$ cat src/rtl/div_controller_if.sv
// Handshake and operand/result bundle between the EX stage and the
// multi-cycle divider.
interface div_controller_if;
    logic        div_i;
    logic        signed_i;
    logic [31:0] opa_i;
    logic [31:0] opb_i;
    logic        cancel_i;
    logic        ex_ok_o;
    logic        busy_o;
    logic [31:0] lo_o;
    logic [31:0] hi_o;

    modport master (
        output div_i, signed_i, opa_i, opb_i, cancel_i,
        input  ex_ok_o, busy_o, lo_o, hi_o
    );

    modport slave (
        input  div_i, signed_i, opa_i, opb_i, cancel_i,
        output ex_ok_o, busy_o, lo_o, hi_o
    );
endinterface

$ cat src/rtl/div_controller.sv
// Iterative 32-bit DIV/DIVU unit: one restoring radix-2 step per cycle,
// stalls EX via ex_ok_o until the quotient/remainder are ready.
module div_controller (
    input  logic            clk,
    input  logic            resetn,
    div_controller_if.slave bus
);
    typedef enum logic [1:0] {
        IDLE = 2'd0,
        BUSY = 2'd1,
        DONE = 2'd2
    } state_t;

    state_t      state;
    state_t      state_nxt;
    logic [4:0]  cnt;
    logic [63:0] rq;
    logic [31:0] dvsr;
    logic        sgn;
    logic        sign_a;
    logic        sign_b;
    logic [31:0] lo_q;
    logic [31:0] hi_q;

    logic        load;
    logic        load_dbz;
    logic        step;
    logic        finish;
    logic        abort;
    logic        start_ok;
    logic [31:0] mag_a;
    logic [31:0] mag_b;
    logic [32:0] diff;
    logic [63:0] rq_step;
    logic        neg_q;
    logic        neg_r;
    logic [31:0] q_fin;
    logic [31:0] r_fin;

    assign start_ok = bus.div_i & ~bus.cancel_i;

    assign mag_a = (bus.signed_i && bus.opa_i[31]) ? (~bus.opa_i + 32'd1) : bus.opa_i;
    assign mag_b = (bus.signed_i && bus.opb_i[31]) ? (~bus.opb_i + 32'd1) : bus.opb_i;

    // Upper 33 bits of the shifted remainder against the divisor; the
    // quotient bit enters at the bottom as the dividend shifts out.
    assign diff    = rq[63:31] - {1'b0, dvsr};
    assign rq_step = diff[32] ? {rq[62:0], 1'b0} : {diff[31:0], rq[30:0], 1'b1};

    assign neg_q = sgn & (sign_a ^ sign_b);
    assign neg_r = sgn & sign_a;
    assign q_fin = neg_q ? (~rq_step[31:0] + 32'd1)  : rq_step[31:0];
    assign r_fin = neg_r ? (~rq_step[63:32] + 32'd1) : rq_step[63:32];

    assign bus.ex_ok_o = bus.cancel_i | ~bus.div_i | (state == DONE);
    assign bus.busy_o  = (state == BUSY);
    assign bus.lo_o    = lo_q;
    assign bus.hi_o    = hi_q;

    always_ff @(posedge clk or negedge resetn) begin
        if (!resetn) begin
            state <= IDLE;
        end else begin
            state <= state_nxt;
        end
    end

    always_comb begin
        state_nxt = state;
        load      = 1'b0;
        load_dbz  = 1'b0;
        step      = 1'b0;
        finish    = 1'b0;
        abort     = 1'b0;
        case (state)
            IDLE: begin
                if (start_ok) begin
                    if (bus.opb_i == '0) begin
                        state_nxt = DONE;
                        load_dbz  = 1'b1;
                    end else begin
                        state_nxt = BUSY;
                        load      = 1'b1;
                    end
                end
            end
            BUSY: begin
                if (bus.cancel_i) begin
                    state_nxt = IDLE;
                    abort     = 1'b1;
                end else begin
                    step = 1'b1;
                    if (cnt == 5'd31) begin
                        state_nxt = DONE;
                        finish    = 1'b1;
                    end
                end
            end
            DONE: begin
                state_nxt = IDLE;
            end
            default: begin
                state_nxt = IDLE;
            end
        endcase
    end

    always_ff @(posedge clk or negedge resetn) begin
        if (!resetn) begin
            cnt    <= '0;
            rq     <= '0;
            dvsr   <= '0;
            sgn    <= 1'b0;
            sign_a <= 1'b0;
            sign_b <= 1'b0;
            lo_q   <= '0;
            hi_q   <= '0;
        end else begin
            if (load) begin
                rq     <= {32'd0, mag_a};
                dvsr   <= mag_b;
                sgn    <= bus.signed_i;
                sign_a <= bus.opa_i[31];
                sign_b <= bus.opb_i[31];
                cnt    <= '0;
            end else if (abort) begin
                rq <= '0;
            end else if (step) begin
                rq  <= rq_step;
                cnt <= cnt + 5'd1;
            end

            // Results only move on completion, so a cancel leaves the
            // previous quotient/remainder visible.
            if (finish) begin
                lo_q <= q_fin;
                hi_q <= r_fin;
            end else if (load_dbz) begin
                lo_q <= '1;
                hi_q <= bus.opa_i;
            end
        end
    end
endmodule

$ cat src/flat_wrapper.sv
// flat-port wrapper written by rule: the top's interface ports become plain ports
module div_controller_flat 
  (clk, resetn, bus_div_i, bus_signed_i, bus_opa_i, bus_opb_i, bus_cancel_i, bus_ex_ok_o, bus_busy_o, bus_lo_o, bus_hi_o);
  div_controller_if bus_i ();
  input  logic clk;
  input  logic resetn;
  input wire logic [$bits(bus_i.div_i)-1:0] bus_div_i;
  input wire logic [$bits(bus_i.signed_i)-1:0] bus_signed_i;
  input wire logic [$bits(bus_i.opa_i)-1:0] bus_opa_i;
  input wire logic [$bits(bus_i.opb_i)-1:0] bus_opb_i;
  input wire logic [$bits(bus_i.cancel_i)-1:0] bus_cancel_i;
  output wire logic [$bits(bus_i.ex_ok_o)-1:0] bus_ex_ok_o;
  output wire logic [$bits(bus_i.busy_o)-1:0] bus_busy_o;
  output wire logic [$bits(bus_i.lo_o)-1:0] bus_lo_o;
  output wire logic [$bits(bus_i.hi_o)-1:0] bus_hi_o;
  assign bus_i.div_i = bus_div_i;
  assign bus_i.signed_i = bus_signed_i;
  assign bus_i.opa_i = bus_opa_i;
  assign bus_i.opb_i = bus_opb_i;
  assign bus_i.cancel_i = bus_cancel_i;
  assign bus_ex_ok_o = bus_i.ex_ok_o;
  assign bus_busy_o = bus_i.busy_o;
  assign bus_lo_o = bus_i.lo_o;
  assign bus_hi_o = bus_i.hi_o;
  div_controller u_core (.clk(clk), .resetn(resetn), .bus(bus_i));
endmodule
$ cat config.mk
export PLATFORM = sky130hd
export DESIGN_NAME = div_controller_flat
export DESIGN_NICKNAME = d
export VERILOG_FILES = /design/src/rtl/div_controller_if.sv /design/src/rtl/div_controller.sv /design/src/flat_wrapper.sv
export SDC_FILE = /design/constraint.sdc
export NUM_CORES = 1
export LEC_CHECK = 0
export CAP_MARGIN = 20
export CORE_AREA = 2 2 161 163
export DETAILED_ROUTE_END_ITERATION = 10
export DIE_AREA = 0 0 163 165
export GPL_TIMING_DRIVEN = 0
export PLACE_DENSITY = 0.82
export SYNTH_ARGS = -nofsm -noshare
export SYNTH_HDL_FRONTEND = slang
export SYNTH_SLANG_ARGS = --single-unit
$ cat constraint.sdc
create_clock -name clk -period 5.85 [get_ports clk]
set_input_delay 1.17 -clock clk [delete_from_list [all_inputs] [get_ports clk]]
set_output_delay 1.17 -clock clk [all_outputs]
set_load 0.02 [all_outputs]
==> results of run 1 <==
-- synthesized netlist by cell type, types with 4 or more instances --
cell / number
a21o_1: 7
o211ai_1: 11
nor2_1: 92
or3_1: 19
o41ai_1: 14
xnor2_1: 78
nor3_1: 35
o21ai_0: 152
o21ai_1: 14
a211oi_1: 36
nor2b_1: 5
o31ai_1: 25
a31oi_1: 30
a2bb2oi_1: 4
or2_2: 6
and3_1: 24
dfrtp_1: 170
mux2_2: 9
nand2b_1: 13
ha_1: 38
inv_1: 50
a21oi_2: 9
a22o_1: 5
a21oi_1: 120
nand2_1: 198
mux2i_1: 27
and2_1: 13
or4_1: 10
nor4_1: 15
nand3_1: 12
o21a_1: 15
xor2_1: 56
buf_2: 27
nor3b_1: 33
o211a_1: 4
and4_1: 5
nand4_1: 9
clkbuf_1: 54
-- power breakdown --
group | switching [uW] | internal [uW]
Clock | 513 | 648
Combinational | 668 | 412
Sequential | 114 | 1290
-- area by class of cell --
| class | instances | area (sq um) | area share (%) |
|---|---|---|---|
| clock buffers | 20 | 447 | 3.02 |
| repair buffers | 134 | 1360 | 9.23 |
| plain buffers | 87 | 389 | 2.63 |
| multi-input cells | 1198 | 7570 | 51.3 |
| clock inverters | 11 | 139 | 0.940 |
| well taps | 330 | 413 | 2.80 |
| flip-flops and latches | 170 | 4250 | 28.8 |
| inverters | 51 | 191 | 1.30 |
-- critical path, stage by stage, from the launching register on --
cell      delay [ns]
dfrtp_1         0.44
inv_1           0.09
ha_1            0.20
inv_1           0.07
fa_1            0.41
a211oi_2        0.31
o211ai_1        0.20
a21oi_2         0.31
a21oi_1         0.23
nor3_4          0.32
nor2_1          0.11
inv_2           0.14
buf_4           0.26
buf_2           0.37
mux2i_1         0.33
ha_1            0.37
nand3_1         0.19
nor2_1          0.14
a32o_1          0.24
and2_1          0.21
nand4_1         0.15
a32o_1          0.30
nor2_1          0.10
-- cell families after synthesis --
logic type / count (synthesis)
simple gates: 509
compound gates: 480
flops: 170
buf+inv: 138
xor+xnor: 134
fa+ha+maj: 39
mux: 36
-- routing by layer --
metal  share of wire, %  routed length [microns]
met1                 40                    16200
met3                6.8                     2780
met5                  0                        0
met4                5.5                     2240
met2                 48                    19400
-- state kept, by name, indices dropped and copies added, names as in the netlist --
signal	cells
u_core.cnt	5
u_core.sign_a	1
u_core.sgn	1
u_core.state	2
u_core.dvsr	32
u_core.bus.lo_o	32
u_core.rq	64
u_core.sign_b	1
u_core.bus.hi_o	32
-- through the flow --
stage | cell area [sq um] | total power, uW
2_1_floorplan | 12400 | 2110
3_3_place_gp | 14100 | 2440
3_5_place_dp | 14200 | 2470
4_1_cts | 14800 | 3610
5_1_grt | 14800 | 3810
6_report | 14800 | 3640
-- worst max-delay path by stage --
| stage | slack, ns | end | depth (start not counted) | start |
|---|---|---|---|---|
| 3_5_place_dp | -0.06 | u_core.bus.lo_o[28]$_DFFE_PN0P_ | 22 | u_core.rq[31]$_DFFE_PN0P_ |
| 6_report | 0.31 | u_core.bus.hi_o[30]$_DFFE_PN0P_ | 22 | u_core.rq[31]$_DFFE_PN0P_ |
| 3_3_place_gp | -3.22 | u_core.rq[41]$_DFFE_PN0P_ | 1 | resetn |
| 2_1_floorplan | 1.34 | u_core.bus.lo_o[28]$_DFFE_PN0P_ | 22 | u_core.rq[31]$_DFFE_PN0P_ |
| 5_1_grt | 0.05 | u_core.bus.hi_o[30]$_DFFE_PN0P_ | 20 | u_core.rq[56]$_DFFE_PN0P_ |
| 4_1_cts | 0.06 | u_core.bus.hi_o[30]$_DFFE_PN0P_ | 23 | u_core.rq[31]$_DFFE_PN0P_ |
-- repair_timing --
item,CTS,global route
resized for setup,1,4
hold buffers,0,0
endpoints found under the setup margin,4,15
==> qor.yml, run 1 <==
outcome: "finished clean"
fin_skew_ns: 0.0121
hold_path.startpoint: "u_core.dvsr[28]$_DFFE_PN0P_"
p_per_area_nw_per_um2: 246
tns_ns: 0
synth_compound_area_share_pct: 23.9
cts_max_path_buffers: 2
grt_pass1_vias: 11904
grt.total_usage_pct: 30.3
grtUsageMet1_pct: 37.3
ys_top_cells_by_area: "dfrtp_1 34%, o21ai_0 6.1%, nand2_1 6.0%"
required_ns: 6.22
port_buffers: 133
leakage_uw: 0.00590
grt_max_degree: 88
cts_tree: "yes"
final.setup.worst_slack_ns: 0.308
ys_seq_area_share_pct: 34.3
via_count: 12349
synth_seq_cells: 170
synth_warnings: 0
die_width_microns: 163
clk_pin_slew_ns: 0.07
remaining_drc_errors: 0
antenna_found_initial: 0
met2_usage_pct: 51.6
synthArstFlopShare_pct: 100
clock.fmax_mhz: 180
rsz0062_at_grt: "false"
synth-adder-area-share_pct: 4.00
ioPinCount: 135
syn_to_final_growth_pct: 19.2
grtUsageMet3_pct: 3.92
layout_commonest_cell: "nand2_1"
wl_per_cell_microns: 20.3
detail_route.wirelength_microns: 40600
cts_setup_buffers: 0
min_to: "u_core.dvsr[28]$_DFFE_PN0P_"
fillers: 2225
diodes: 0
r2r-end: "u_core.bus.hi_o[30]$_DFFE_PN0P_"
finalHoldViolations: 0
ys.flop_type: "dfrtp_1"
grt-ovfl-total: 0
critPathMaxFanout: 10
vias_per_cell: 6.17
initial_utilization_pct: 49.5
min_path_type: "reg -> reg"
period_needed_ns: 5.54
synth_xor_area_share_pct: 9.47
crit_path_end_kind: "flop"
syn_avg_cell_area_sq_um: 8.23
busiest_layer: "met2"
synth_cell_types: 80
layout_common_cells: "198 x nand2_1, 170 x dfrtp_1, 152 x o21ai_0"
rows: 58
synth_edf_count: 0
pre_cts_ws_ns: -0.0644
start_kind: "flop"
worstHoldPathCells: 2
final_cell_count_no_fill: 2001
cts_made_buffers: 17
clock_latency_ns: 0.44
placed_cells: 1970
layout-drive-gt1-share_pct: 6.34
relSlewSlack_pct: 36.5
final_nets: 1767
period_share_pct: 94.7
h-tree-depth: 4
synthMuxAreaShare_pct: 3.00
worstPathArrival_ns: 5.91
worst_hold_slack_ns: 0.489
syn-num-nets: 1614
cts_sinks: 170
synth_top_family_by_area: "compound AO/OA/AOI/OAI gates"
yosys.area.top_type: "dfrtp_1"
rrSetupSlack_ns: 0.31
syn_inst: 1506
core-area_sq_um: 25000
synth-simple-area-share_pct: 20.6
root_buffer: "clkbuf_16"
hpwl_microns: 32200
setup_viol_count_final: 0
r2r_start: "u_core.rq[31]$_DFFE_PN0P_"
utilization_pct: 59.0
criticalPathCategory: "reg -> reg"
synth_top_area_share_pct: 34.3
irDropWorstVdd_uv: 164
gp_routability_congestion: 0.993
reg2reg_depth: 22
grt_pass1_wl_microns: 63300
drt_iter0_markers: 1139
max-cap-violations: 0
syn_area_sq_um: 12400
die_h_microns: 165
drv_slew: 0
die_area_sq_um: 26900
worst_slew_pin_slew_ns: 0.940
antenna_left: 0
drt_pass1_iterations: 6
No activity file was read; power rests on OpenSTA's default activity.
==> inputs of run 2 (changes only) <==
--- a/config.mk
+++ b/config.mk
@@ -6,4 +6,5 @@
 export NUM_CORES = 1
 export LEC_CHECK = 0
+export ABC_AREA = 0
 export CAP_MARGIN = 20
 export CORE_AREA = 2 2 161 163
==> constraint.sdc (replaced) <==
create_clock -name clk -period 5.85 [get_ports clk]
set_input_delay 1.17 -clock clk [delete_from_list [all_inputs] [get_ports clk]]
set_output_delay 1.17 -clock clk [all_outputs]
set_load 0.01 [all_outputs]
==> results of run 2 <==
The final DEF is identical to that of run 1. Status: finished clean.
